$ cat config.mk
export PLATFORM = sky130hd
export DESIGN_NAME = core_sequencer_flat
export DESIGN_NICKNAME = d
export VERILOG_FILES = /design/src/rtl/core_seq_pkg.sv /design/src/rtl/core_seq_if.sv /design/src/rtl/core_sequencer_cycle_counter.sv /design/src/rtl/core_sequencer.sv /design/src/flat_wrapper.sv
export SDC_FILE = /design/constraint.sdc
export NUM_CORES = 1
export LEC_CHECK = 0
export CAP_MARGIN = 20
export CORE_ASPECT_RATIO = 0.75
export CORE_MARGIN = 3
export CORE_UTILIZATION = 53
export CTS_BUF_LIST = sky130_fd_sc_hd__clkbuf_4 sky130_fd_sc_hd__clkbuf_8
export DETAILED_ROUTE_END_ITERATION = 8
export HOLD_SLACK_MARGIN = 0.12
export PLACE_DENSITY = 0.88
export SETUP_SLACK_MARGIN = 0.3
export SLEW_MARGIN = 20
export SYNTH_ARGS = -nofsm -noshare
export SYNTH_HDL_FRONTEND = slang
export SYNTH_SLANG_ARGS = --single-unit
$ cat constraint.sdc
create_clock -name CCLK -period 5.15 [get_ports CCLK]
set_input_delay 0.515 -clock CCLK [delete_from_list [all_inputs] [get_ports CCLK]]
set_output_delay 0.515 -clock CCLK [all_outputs]
set_load 0.02 [all_outputs]
$ cat src/rtl/core_seq_pkg.sv
// Shared types and field positions for the core run-control sequencer.
// Imported by the sequencer top; the bench uses literal values instead.
package core_seq_pkg;

  typedef enum logic [2:0] {
    ST_IDLE    = 3'd0,
    ST_RESET   = 3'd1,
    ST_RUN     = 3'd2,
    ST_DONE    = 3'd3,
    ST_FAULT   = 3'd4,
    ST_TIMEOUT = 3'd5
  } seq_state_t;

  // CSTAT bit positions
  localparam int unsigned CS_HALT     = 0;
  localparam int unsigned CS_FAULT    = 1;
  localparam int unsigned CS_EXIT_LSB = 8;

  // SEQ_STAT field positions
  localparam int unsigned SS_STATE_LSB = 0;
  localparam int unsigned SS_STATE_W   = 3;
  localparam int unsigned SS_BUSY      = 3;
  localparam int unsigned SS_DONE      = 4;
  localparam int unsigned SS_FAULT     = 5;
  localparam int unsigned SS_TIMEOUT   = 6;
  localparam int unsigned SS_EXIT_LSB  = 8;
  localparam int unsigned EXIT_W       = 8;

  function automatic int unsigned rst_cnt_width(input int unsigned n);
    return $clog2(n + 1);
  endfunction

  function automatic logic is_busy(input seq_state_t s);
    return (s == ST_RESET) || (s == ST_RUN);
  endfunction

  function automatic logic can_start(input seq_state_t s);
    return (s == ST_IDLE) || (s == ST_DONE) || (s == ST_FAULT) || (s == ST_TIMEOUT);
  endfunction

endpackage

$ cat src/rtl/core_seq_if.sv
// Controller/core-facing signal bundle of the sequencer.
// The master side drives requests and core status; the slave side is the sequencer.
interface core_seq_if;
  logic        CRST;
  logic        CEXEC;
  logic [31:0] CMEM_ADDR;
  logic [15:0] CSTAT;
  logic        CORE_RST;
  logic        CORE_EN;
  logic [31:0] CORE_PC;
  logic [15:0] SEQ_STAT;
  logic [31:0] CYCLE_CNT;

  modport master (
    output CRST, CEXEC, CMEM_ADDR, CSTAT,
    input  CORE_RST, CORE_EN, CORE_PC, SEQ_STAT, CYCLE_CNT
  );

  modport slave (
    input  CRST, CEXEC, CMEM_ADDR, CSTAT,
    output CORE_RST, CORE_EN, CORE_PC, SEQ_STAT, CYCLE_CNT
  );
endinterface

$ cat src/rtl/core_sequencer_cycle_counter.sv
// 32-bit saturating run-cycle counter with synchronous clear and a flag
// that is high when the next increment would reach LIMIT.
module seq_cycle_counter #(
  parameter logic [31:0] LIMIT = 32'd0
) (
  input  logic        i_clk,
  input  logic        i_rst_n,
  input  logic        i_clr,
  input  logic        i_en,
  output logic [31:0] o_cnt,
  output logic        o_next_at_limit
);

  logic [31:0] r_cnt;
  logic        w_sat;

  assign w_sat = (r_cnt == '1);

  always_ff @(posedge i_clk or negedge i_rst_n) begin
    if (!i_rst_n) begin
      r_cnt <= '0;
    end else if (i_clr) begin
      r_cnt <= '0;
    end else if (i_en && !w_sat) begin
      r_cnt <= r_cnt + 32'd1;
    end
  end

  assign o_cnt = r_cnt;
  // 33-bit compare so a saturated count never aliases onto LIMIT
  assign o_next_at_limit = (({1'b0, r_cnt} + 33'd1) == {1'b0, LIMIT});

endmodule

$ cat src/rtl/core_sequencer.sv
// Run-control sequencer: turns a CEXEC rising edge into a timed core reset/run
// sequence and reports halt/fault/timeout plus a run-cycle count in SEQ_STAT.
module core_sequencer
  import core_seq_pkg::*;
#(
  parameter int unsigned RST_CYCLES = 4,
  parameter logic [31:0] MAX_CYCLES = 32'd1000000
) (
  input  logic       CCLK,
  input  logic       S_AXI_ARSTN,
  core_seq_if.slave  bus
);

  localparam int unsigned      RCW      = rst_cnt_width(RST_CYCLES);
  localparam logic [RCW-1:0]   RST_LAST = RCW'(RST_CYCLES - 1);

  seq_state_t       r_state;
  seq_state_t       w_state_nxt;
  logic             r_cexec_q;
  logic [RCW-1:0]   r_rst_cnt;
  logic             r_core_rst;
  logic             r_core_en;
  logic [31:0]      r_core_pc;
  logic             r_done;
  logic             r_fault;
  logic             r_timeout;
  logic [EXIT_W-1:0] r_exit;

  logic             w_abort;
  logic             w_start;
  logic             w_status_ok;
  logic             w_exit_fault;
  logic             w_exit_done;
  logic             w_exit_tmo;
  logic             w_cnt_clr;
  logic             w_cnt_en;
  logic             w_cnt_hit;
  logic [31:0]      w_cycle_cnt;
  logic [15:0]      w_seq_stat;

  seq_cycle_counter #(
    .LIMIT (MAX_CYCLES)
  ) u_cycle_cnt (
    .i_clk           (CCLK),
    .i_rst_n         (S_AXI_ARSTN),
    .i_clr           (w_cnt_clr),
    .i_en            (w_cnt_en),
    .o_cnt           (w_cycle_cnt),
    .o_next_at_limit (w_cnt_hit)
  );

  always_comb begin
    w_abort      = bus.CRST;
    w_start      = bus.CEXEC & ~r_cexec_q & ~bus.CRST & can_start(r_state);
    // first RUN cycle still sees the previous run's status; mask it
    w_status_ok  = (r_state == ST_RUN) && (w_cycle_cnt != '0);
    w_exit_fault = w_status_ok && bus.CSTAT[CS_FAULT];
    w_exit_done  = w_status_ok && bus.CSTAT[CS_HALT] && !bus.CSTAT[CS_FAULT];
    w_exit_tmo   = (r_state == ST_RUN) && (MAX_CYCLES != '0) && w_cnt_hit
                   && !w_exit_fault && !w_exit_done;

    w_state_nxt = r_state;
    case (r_state)
      ST_IDLE, ST_DONE, ST_FAULT, ST_TIMEOUT: begin
        if (w_start) w_state_nxt = ST_RESET;
      end
      ST_RESET: begin
        if (r_rst_cnt == RST_LAST) w_state_nxt = ST_RUN;
      end
      ST_RUN: begin
        if (w_exit_fault)     w_state_nxt = ST_FAULT;
        else if (w_exit_done) w_state_nxt = ST_DONE;
        else if (w_exit_tmo)  w_state_nxt = ST_TIMEOUT;
      end
      default: w_state_nxt = ST_IDLE;
    endcase
    if (w_abort) w_state_nxt = ST_IDLE;

    w_cnt_clr = w_abort | w_start;
    w_cnt_en  = (r_state == ST_RUN);
  end

  always_ff @(posedge CCLK or negedge S_AXI_ARSTN) begin
    if (!S_AXI_ARSTN) begin
      r_state <= ST_IDLE;
    end else begin
      r_state <= w_state_nxt;
    end
  end

  always_ff @(posedge CCLK or negedge S_AXI_ARSTN) begin
    if (!S_AXI_ARSTN) begin
      r_cexec_q  <= 1'b0;
      r_rst_cnt  <= '0;
      r_core_rst <= 1'b1;
      r_core_en  <= 1'b0;
      r_core_pc  <= '0;
      r_done     <= 1'b0;
      r_fault    <= 1'b0;
      r_timeout  <= 1'b0;
      r_exit     <= '0;
    end else begin
      r_cexec_q  <= bus.CEXEC;
      // outputs follow the next state so they change on the same edge as the state
      r_core_rst <= (w_state_nxt == ST_IDLE) || (w_state_nxt == ST_RESET);
      r_core_en  <= (w_state_nxt == ST_RUN);
      r_rst_cnt  <= ((r_state == ST_RESET) && (w_state_nxt == ST_RESET))
                    ? r_rst_cnt + 1'b1 : '0;

      if (w_abort) begin
        r_done    <= 1'b0;
        r_fault   <= 1'b0;
        r_timeout <= 1'b0;
        r_exit    <= '0;
      end else if (w_start) begin
        r_core_pc <= bus.CMEM_ADDR;
        r_done    <= 1'b0;
        r_fault   <= 1'b0;
        r_timeout <= 1'b0;
        r_exit    <= '0;
      end else if (w_exit_fault) begin
        r_fault   <= 1'b1;
        r_exit    <= bus.CSTAT[CS_EXIT_LSB +: EXIT_W];
      end else if (w_exit_done) begin
        r_done    <= 1'b1;
        r_exit    <= bus.CSTAT[CS_EXIT_LSB +: EXIT_W];
      end else if (w_exit_tmo) begin
        r_timeout <= 1'b1;
      end
    end
  end

  always_comb begin
    w_seq_stat = '0;
    w_seq_stat[SS_STATE_LSB +: SS_STATE_W] = r_state;
    w_seq_stat[SS_BUSY]                    = is_busy(r_state);
    w_seq_stat[SS_DONE]                    = r_done;
    w_seq_stat[SS_FAULT]                   = r_fault;
    w_seq_stat[SS_TIMEOUT]                 = r_timeout;
    w_seq_stat[SS_EXIT_LSB +: EXIT_W]      = r_exit;
  end

  assign bus.CORE_RST  = r_core_rst;
  assign bus.CORE_EN   = r_core_en;
  assign bus.CORE_PC   = r_core_pc;
  assign bus.SEQ_STAT  = w_seq_stat;
  assign bus.CYCLE_CNT = w_cycle_cnt;

endmodule

$ cat src/flat_wrapper.sv
// flat-port wrapper written by rule: the top's interface ports become plain ports
module core_sequencer_flat import core_seq_pkg::*;
#(
  parameter int unsigned RST_CYCLES = 4,
  parameter logic [31:0] MAX_CYCLES = 32'd1000000
)
  (CCLK, S_AXI_ARSTN, bus_CRST, bus_CEXEC, bus_CMEM_ADDR, bus_CSTAT, bus_CORE_RST, bus_CORE_EN, bus_CORE_PC, bus_SEQ_STAT, bus_CYCLE_CNT);
  core_seq_if bus_i ();
  input  logic CCLK;
  input  logic S_AXI_ARSTN;
  input wire logic [$bits(bus_i.CRST)-1:0] bus_CRST;
  input wire logic [$bits(bus_i.CEXEC)-1:0] bus_CEXEC;
  input wire logic [$bits(bus_i.CMEM_ADDR)-1:0] bus_CMEM_ADDR;
  input wire logic [$bits(bus_i.CSTAT)-1:0] bus_CSTAT;
  output wire logic [$bits(bus_i.CORE_RST)-1:0] bus_CORE_RST;
  output wire logic [$bits(bus_i.CORE_EN)-1:0] bus_CORE_EN;
  output wire logic [$bits(bus_i.CORE_PC)-1:0] bus_CORE_PC;
  output wire logic [$bits(bus_i.SEQ_STAT)-1:0] bus_SEQ_STAT;
  output wire logic [$bits(bus_i.CYCLE_CNT)-1:0] bus_CYCLE_CNT;
  assign bus_i.CRST = bus_CRST;
  assign bus_i.CEXEC = bus_CEXEC;
  assign bus_i.CMEM_ADDR = bus_CMEM_ADDR;
  assign bus_i.CSTAT = bus_CSTAT;
  assign bus_CORE_RST = bus_i.CORE_RST;
  assign bus_CORE_EN = bus_i.CORE_EN;
  assign bus_CORE_PC = bus_i.CORE_PC;
  assign bus_SEQ_STAT = bus_i.SEQ_STAT;
  assign bus_CYCLE_CNT = bus_i.CYCLE_CNT;
  core_sequencer #(.RST_CYCLES(RST_CYCLES), .MAX_CYCLES(MAX_CYCLES)) u_core (.CCLK(CCLK), .S_AXI_ARSTN(S_AXI_ARSTN), .bus(bus_i));
endmodule
# --- Word level (Yosys, flattened, before mapping) ---
# Index checks and enable logic that the tools add are counted.
totals:
  ff_bits: 84
  input_bits: 52
  output_inout_bits: 82
  wordCells: 88
classes:
  addsub: 3
  n_eq_ne: 12
  n_mux: 26
  bitwise_logic: 6
  reduce_logical: 30
op_table:
  columns: ["cell", "count"]
  rows:
  - ["2-to-1 mux 32 bit", 2]
  - ["adder 32 x 1 -> 33 bit (second input constant)", 1]
  - ["== test 33 x 20 -> 1 bit (second input constant)", 1]
  - ["adder 32 x 1 -> 32 bit (second input constant)", 1]
  - ["== test 32 bit (second input constant)", 1]
  - ["2-to-1 mux 8 bit", 4]
  - ["nonzero test 32 bit", 1]
  - ["2-to-1 mux 3 bit", 7]
  - ["== test 3 x 2 -> 1 bit (second input constant)", 4]
  - ["2-to-1 mux 1 bit", 12]
  - ["logical AND 1 bit", 9]
  - ["one-hot mux 3 bit (3 select lines)", 1]
  - ["nonzero test 3 bit", 3]
  - ["== test 3 x 1 -> 1 bit (second input constant)", 2]
  - ["== test 3 bit (second input constant)", 2]
  - ["logical NOT 3 bit", 2]
  - ["inequality test 3 x 2 -> 1 bit (second input constant)", 2]
  - ["logical OR 1 bit", 5]
  - ["logical NOT 1 bit", 4]
  - ["AND reduction 2 bit", 2]
  - ["nonzero test 4 bit", 1]
  - ["OR reduction 4 bit", 1]
  - ["adder 3 x 1 -> 3 bit (second input constant)", 1]
  - ["AND 1 bit", 3]
  - ["other kinds (4)", 5]

# --- Logic depth before layout (Yosys ltp) ---
logic_depth:
  word_depth: 14
  ltp_mapped: 11
  depth_no_buf: 8

# --- By module ---
# A second synthesis with hierarchy kept.
hier_totals:
  cells_unflattened: 420
  hier_area_um2: 4485.6
by_module_without_submodules:
  columns: ["mod", "instances", "cells_per_inst", "area_per_inst_um2", "seq_area_each_um2"]
  rows:
  - ["core_sequencer", 1, 173, 2351.0, 1302.5]
  - ["seq_cycle_counter", 1, 247, 2134.5, 800.8]

# --- Worst setup path before layout ---
# OpenSTA, ideal clock, no wires.
synth_timing:
  kind: "reg2reg"
  startpoint: "reg u_core.u_cycle_cnt.r_cnt[1], in the netlist u_core.u_cycle_cnt.o_cnt[1]"
  endpoint: "reg u_core.u_cycle_cnt.r_cnt[10], in the netlist u_core.u_cycle_cnt.o_cnt[10]"
  setup_ps: 132
  arrival_ps: 2555
  required_time_ps: 5018
  setup_slack_ps: 2464
  path_stages_with_launch: 12
  n_path_buf: 3
  period_less_slack_ps: 2686
  cell_sequence: "dfrtp_1 -> ha_1 -> clkbuf_2 -> nand3_1 -> nor4_4 -> nand3_1 -> o21a_1 -> buf_2 -> buf_2 -> nand4_1 -> xor2_1 -> nor2_1"
synth_between:
  elab_chain_cells: 4
  word_cells_on_any_way: 7
  cone_classes: "1 x add/sub; 1 x eq/ne; 2 x mux; 3 x reduce/logical"
synth_rtl:
  columns: ["item", "line_no", "rtl"]
  rows:
  - ["from (decl)", "core_sequencer_cycle_counter.sv:14", "logic [31:0] r_cnt;"]
  - ["from (signal assigned)", "core_sequencer_cycle_counter.sv:25", "r_cnt <= r_cnt + 32'd1;"]
  - ["branches (longest 4 deep; another with adder 32 x 1 -> 32 bit)", null, null]
# Several ways; the timed one is not identified. The select of a mux whose other input is x is not followed.
# A chain may end at the register's enable or synchronous reset.

# --- Final worst setup path ---
layout_timing:
  startpoint: "reg u_core.u_cycle_cnt.r_cnt[0], in the netlist u_core.u_cycle_cnt.o_cnt[0]"
  endpoint: "reg u_core.u_cycle_cnt.r_cnt[21], in the netlist u_core.u_cycle_cnt.o_cnt[21]"
# The elaborated chain is that of the path after synthesis.

==> impl_metrics.ini <==
[global_routing]
busiest_layer = met2
met1_usage = 0.316
grt.overflow.total = 0
antenna_found_initial = 0
grt_max_degree = 85
gr-usage-met3 = 0.0620
grt_util_all_layers = 0.233
use_met2 = 0.376
grt_first_pass_wirelength_mm = 17.9
grt_pass1_vias = 3599

[die]
pin_count = 134
core-area_um2 = 7990
die_height_um = 84.9
dieArea_um2 = 9440
start_util = 0.551
fp-row-count = 28
die_w_um = 111

[logic_synthesis]
synth_edf_count = 0
synth_largest_area_cell = dfrtp_1
post-synth-top-count-cell = dfrtp_1
synth_area_leaders = dfrtp_1 47%, mux2_2 8.2%, xor2_1 5.4%
syn_nets = 478
synth_commonest_cells = 83 x dfrtp_1, 55 x nor2_1, 32 x mux2_2
syn_area_um2 = 4400
synth_top_flop_cell = dfrtp_1
async_flop_share = 1.00
synth_warnings = 0
yosys_register_bits = 84
syn_avg_cell_area_um2 = 10.5
seq_area_frac_synth = 0.478
synth_top_area_share = 0.472
synthCells = 421
ys_types = 56

[final_layout]
syn_to_final_growth_pct = 32.4
layout.nets = 587
final_util = 0.729
diodes = 0
drive_gt1_frac = 0.131

[critical_path]
crit_start = u_core.u_cycle_cnt.o_cnt[0]
crit_type = reg -> reg
r2r-start = u_core.u_cycle_cnt.o_cnt[0]
cp_max_fo = 28
cp-start-kind = flop
endpoint_kind = flop
worstPathRequired_ns = 5.38
cp_data_arrival_time_ns = 3.62

[sta]
final_max_slew_viol_count = 0
fin_crit_sh = 0.658
max_freq_mhz = 295
final-setup-viol-count = 0
setup_tns_ns = 0
tightest_slew_ns = 1.05
rsz0062_at_grt = no
fin_worst_skew_ns = 0.0117
period_needed_ns = 3.39
slew_headroom = 0.301
final-hold-violation-count = 0

[pwr]
powerDensity_nw_per_um2 = 260
leakage_nw = 2.50
vdd_ir_drop_max_v = 0.000204

[detailed_routing]
via_count = 3626
routed_via_density = 5.67
wl_per_cell_um = 16.6
drt_iter0_markers = 246
dr.pass1.iters = 5
drtAntennaViolNets = 0
routed_wl_mm = 10.6
drc = 0

[clock_network]
clk_latency_ns = 0.36
h-tree-depth = 3
clk_pin_slew_ns = 0.09
cts.repair.resized = 0
postCtsSetupBuffers = 0
ctsRootBufferMaster = clkbuf_8
holdBufCountCts = 0
clock_path_buffers = 2
cts.sinks = 84
cts_buffers = 9
cts_tree = built

[min_path]
holdCritPathClass = in -> async

[placement]
dpl.hpwl_mm = 7.67
io_buffers = 126
place_congestion = 0.917

[run_status]
outcome = finished clean

[flow_run]
max-cap-violations = 0
==> report_power, final <==
group | internal, mW | switching, mW | total (mW)
Sequential | 0.715 | 0.0294 | 0.745
Clock | 0.188 | 0.268 | 0.455
Combinational | 0.169 | 0.145 | 0.314
Total | 1.07 | 0.442 | 1.51
==> layer usage <==
metal  share of wire  wire length, µm  vias to the layer above
met3           0.079              834                       13
met1            0.42             4490                     1766
met5               0                0                        -
met4           0.011              116                        0
li1                -                -                     1689
met2            0.49             5170                      158
==> final timing paths <==
| path | end | slack, ns | cells after the start |
|---|---|---|---|
| worst max-delay path | u_core.u_cycle_cnt.o_cnt[21] | 1.76 | 8 |
| max in group asynchronous | u_core.u_cycle_cnt.o_cnt[15] | 4.46 | 1 |
| worst max register to register | u_core.u_cycle_cnt.o_cnt[21] | 1.76 | 8 |
| min in group CCLK | u_core.r_rst_cnt[0] | 0.45 | 1 |
| worst min register to register | u_core.r_rst_cnt[0] | 0.45 | 1 |
| worst min-delay path | u_core.bus.CORE_PC[18] | 0.19 | 1 |
==> layout make-up <==
class                      count  area [µm²]
inverter                       9        33.8
fill                         566        2160
timing repair buffer         128        1280
tap                          105         131
clock buffer                   9         124
multi-input combinational    298        2090
sequential                    84        2100
clock inverter                 7        70.1
==> cell usage in the layout, fill, tap and decap left out, drive strengths merged, types with 4 or more instances in the layout <==
cell,synthesis,final
a21oi,11,11
and2,4,4
and3,10,10
clkbuf,11,9
clkdlybuf4s50,0,125
dfrtp,83,83
ha,5,5
inv,9,12
mux2,32,32
mux2i,12,12
nand2,22,22
nand3,19,19
nand4,21,21
nor2,55,55
nor3,9,9
nor4,7,7
o21ai,7,7
or3,5,5
or4,4,4
xnor2,12,12
xor2,27,27
==> stage by stage <==
| step | instances | power [mW] | setup slack [ns] | instance area (µm²) | hold WS (ns) |
|---|---|---|---|---|---|
| final | 640 | 1.51 | 1.76 | 5830 | 0.188 |
| after global routing | 640 | 1.58 | 1.43 | 5830 | 0.259 |
| after CTS | 640 | 1.52 | 1.84 | 5820 | 0.379 |
| after detailed placement | 624 | 1.07 | 1.86 | 5630 | 0.448 |
| after global placement | 624 | 1.06 | 1.93 | 5630 | 0.423 |
| after floorplan | 421 | 0.891 | 2.46 | 4400 | 0.219 |
==> flip-flops by register name, summed over array words and instances (netlist names) <==
signal                    flops
u_core.bus.CORE_EN            1
u_core.bus.CORE_PC           32
u_core.bus.CORE_RST           1
u_core.r_cexec_q              1
u_core.r_done                 1
u_core.r_exit                 8
u_core.r_fault                1
u_core.r_rst_cnt              3
u_core.r_state                3
u_core.r_timeout              1
u_core.u_cycle_cnt.o_cnt     32
==> worst max-delay path, stage by stage, from the launching register on <==
cell     delay [ns]
dfrtp_1        0.58
ha_1           0.40
nand3_1        0.24
nor4_4         0.61
nand3_1        0.25
o21a_1         0.58
nand2_1        0.38
xor2_1         0.17
nor2_1         0.05
==> cell families after synthesis <==
logic type	synth area share
other cells	0.000852
buf+inv	0.0486
flops	0.478
compound gates	0.0594
simple gates	0.212
mux	0.109
fa+ha+maj	0.0142
xor+xnor	0.0776
No activity file was read; power rests on OpenSTA's default activity.
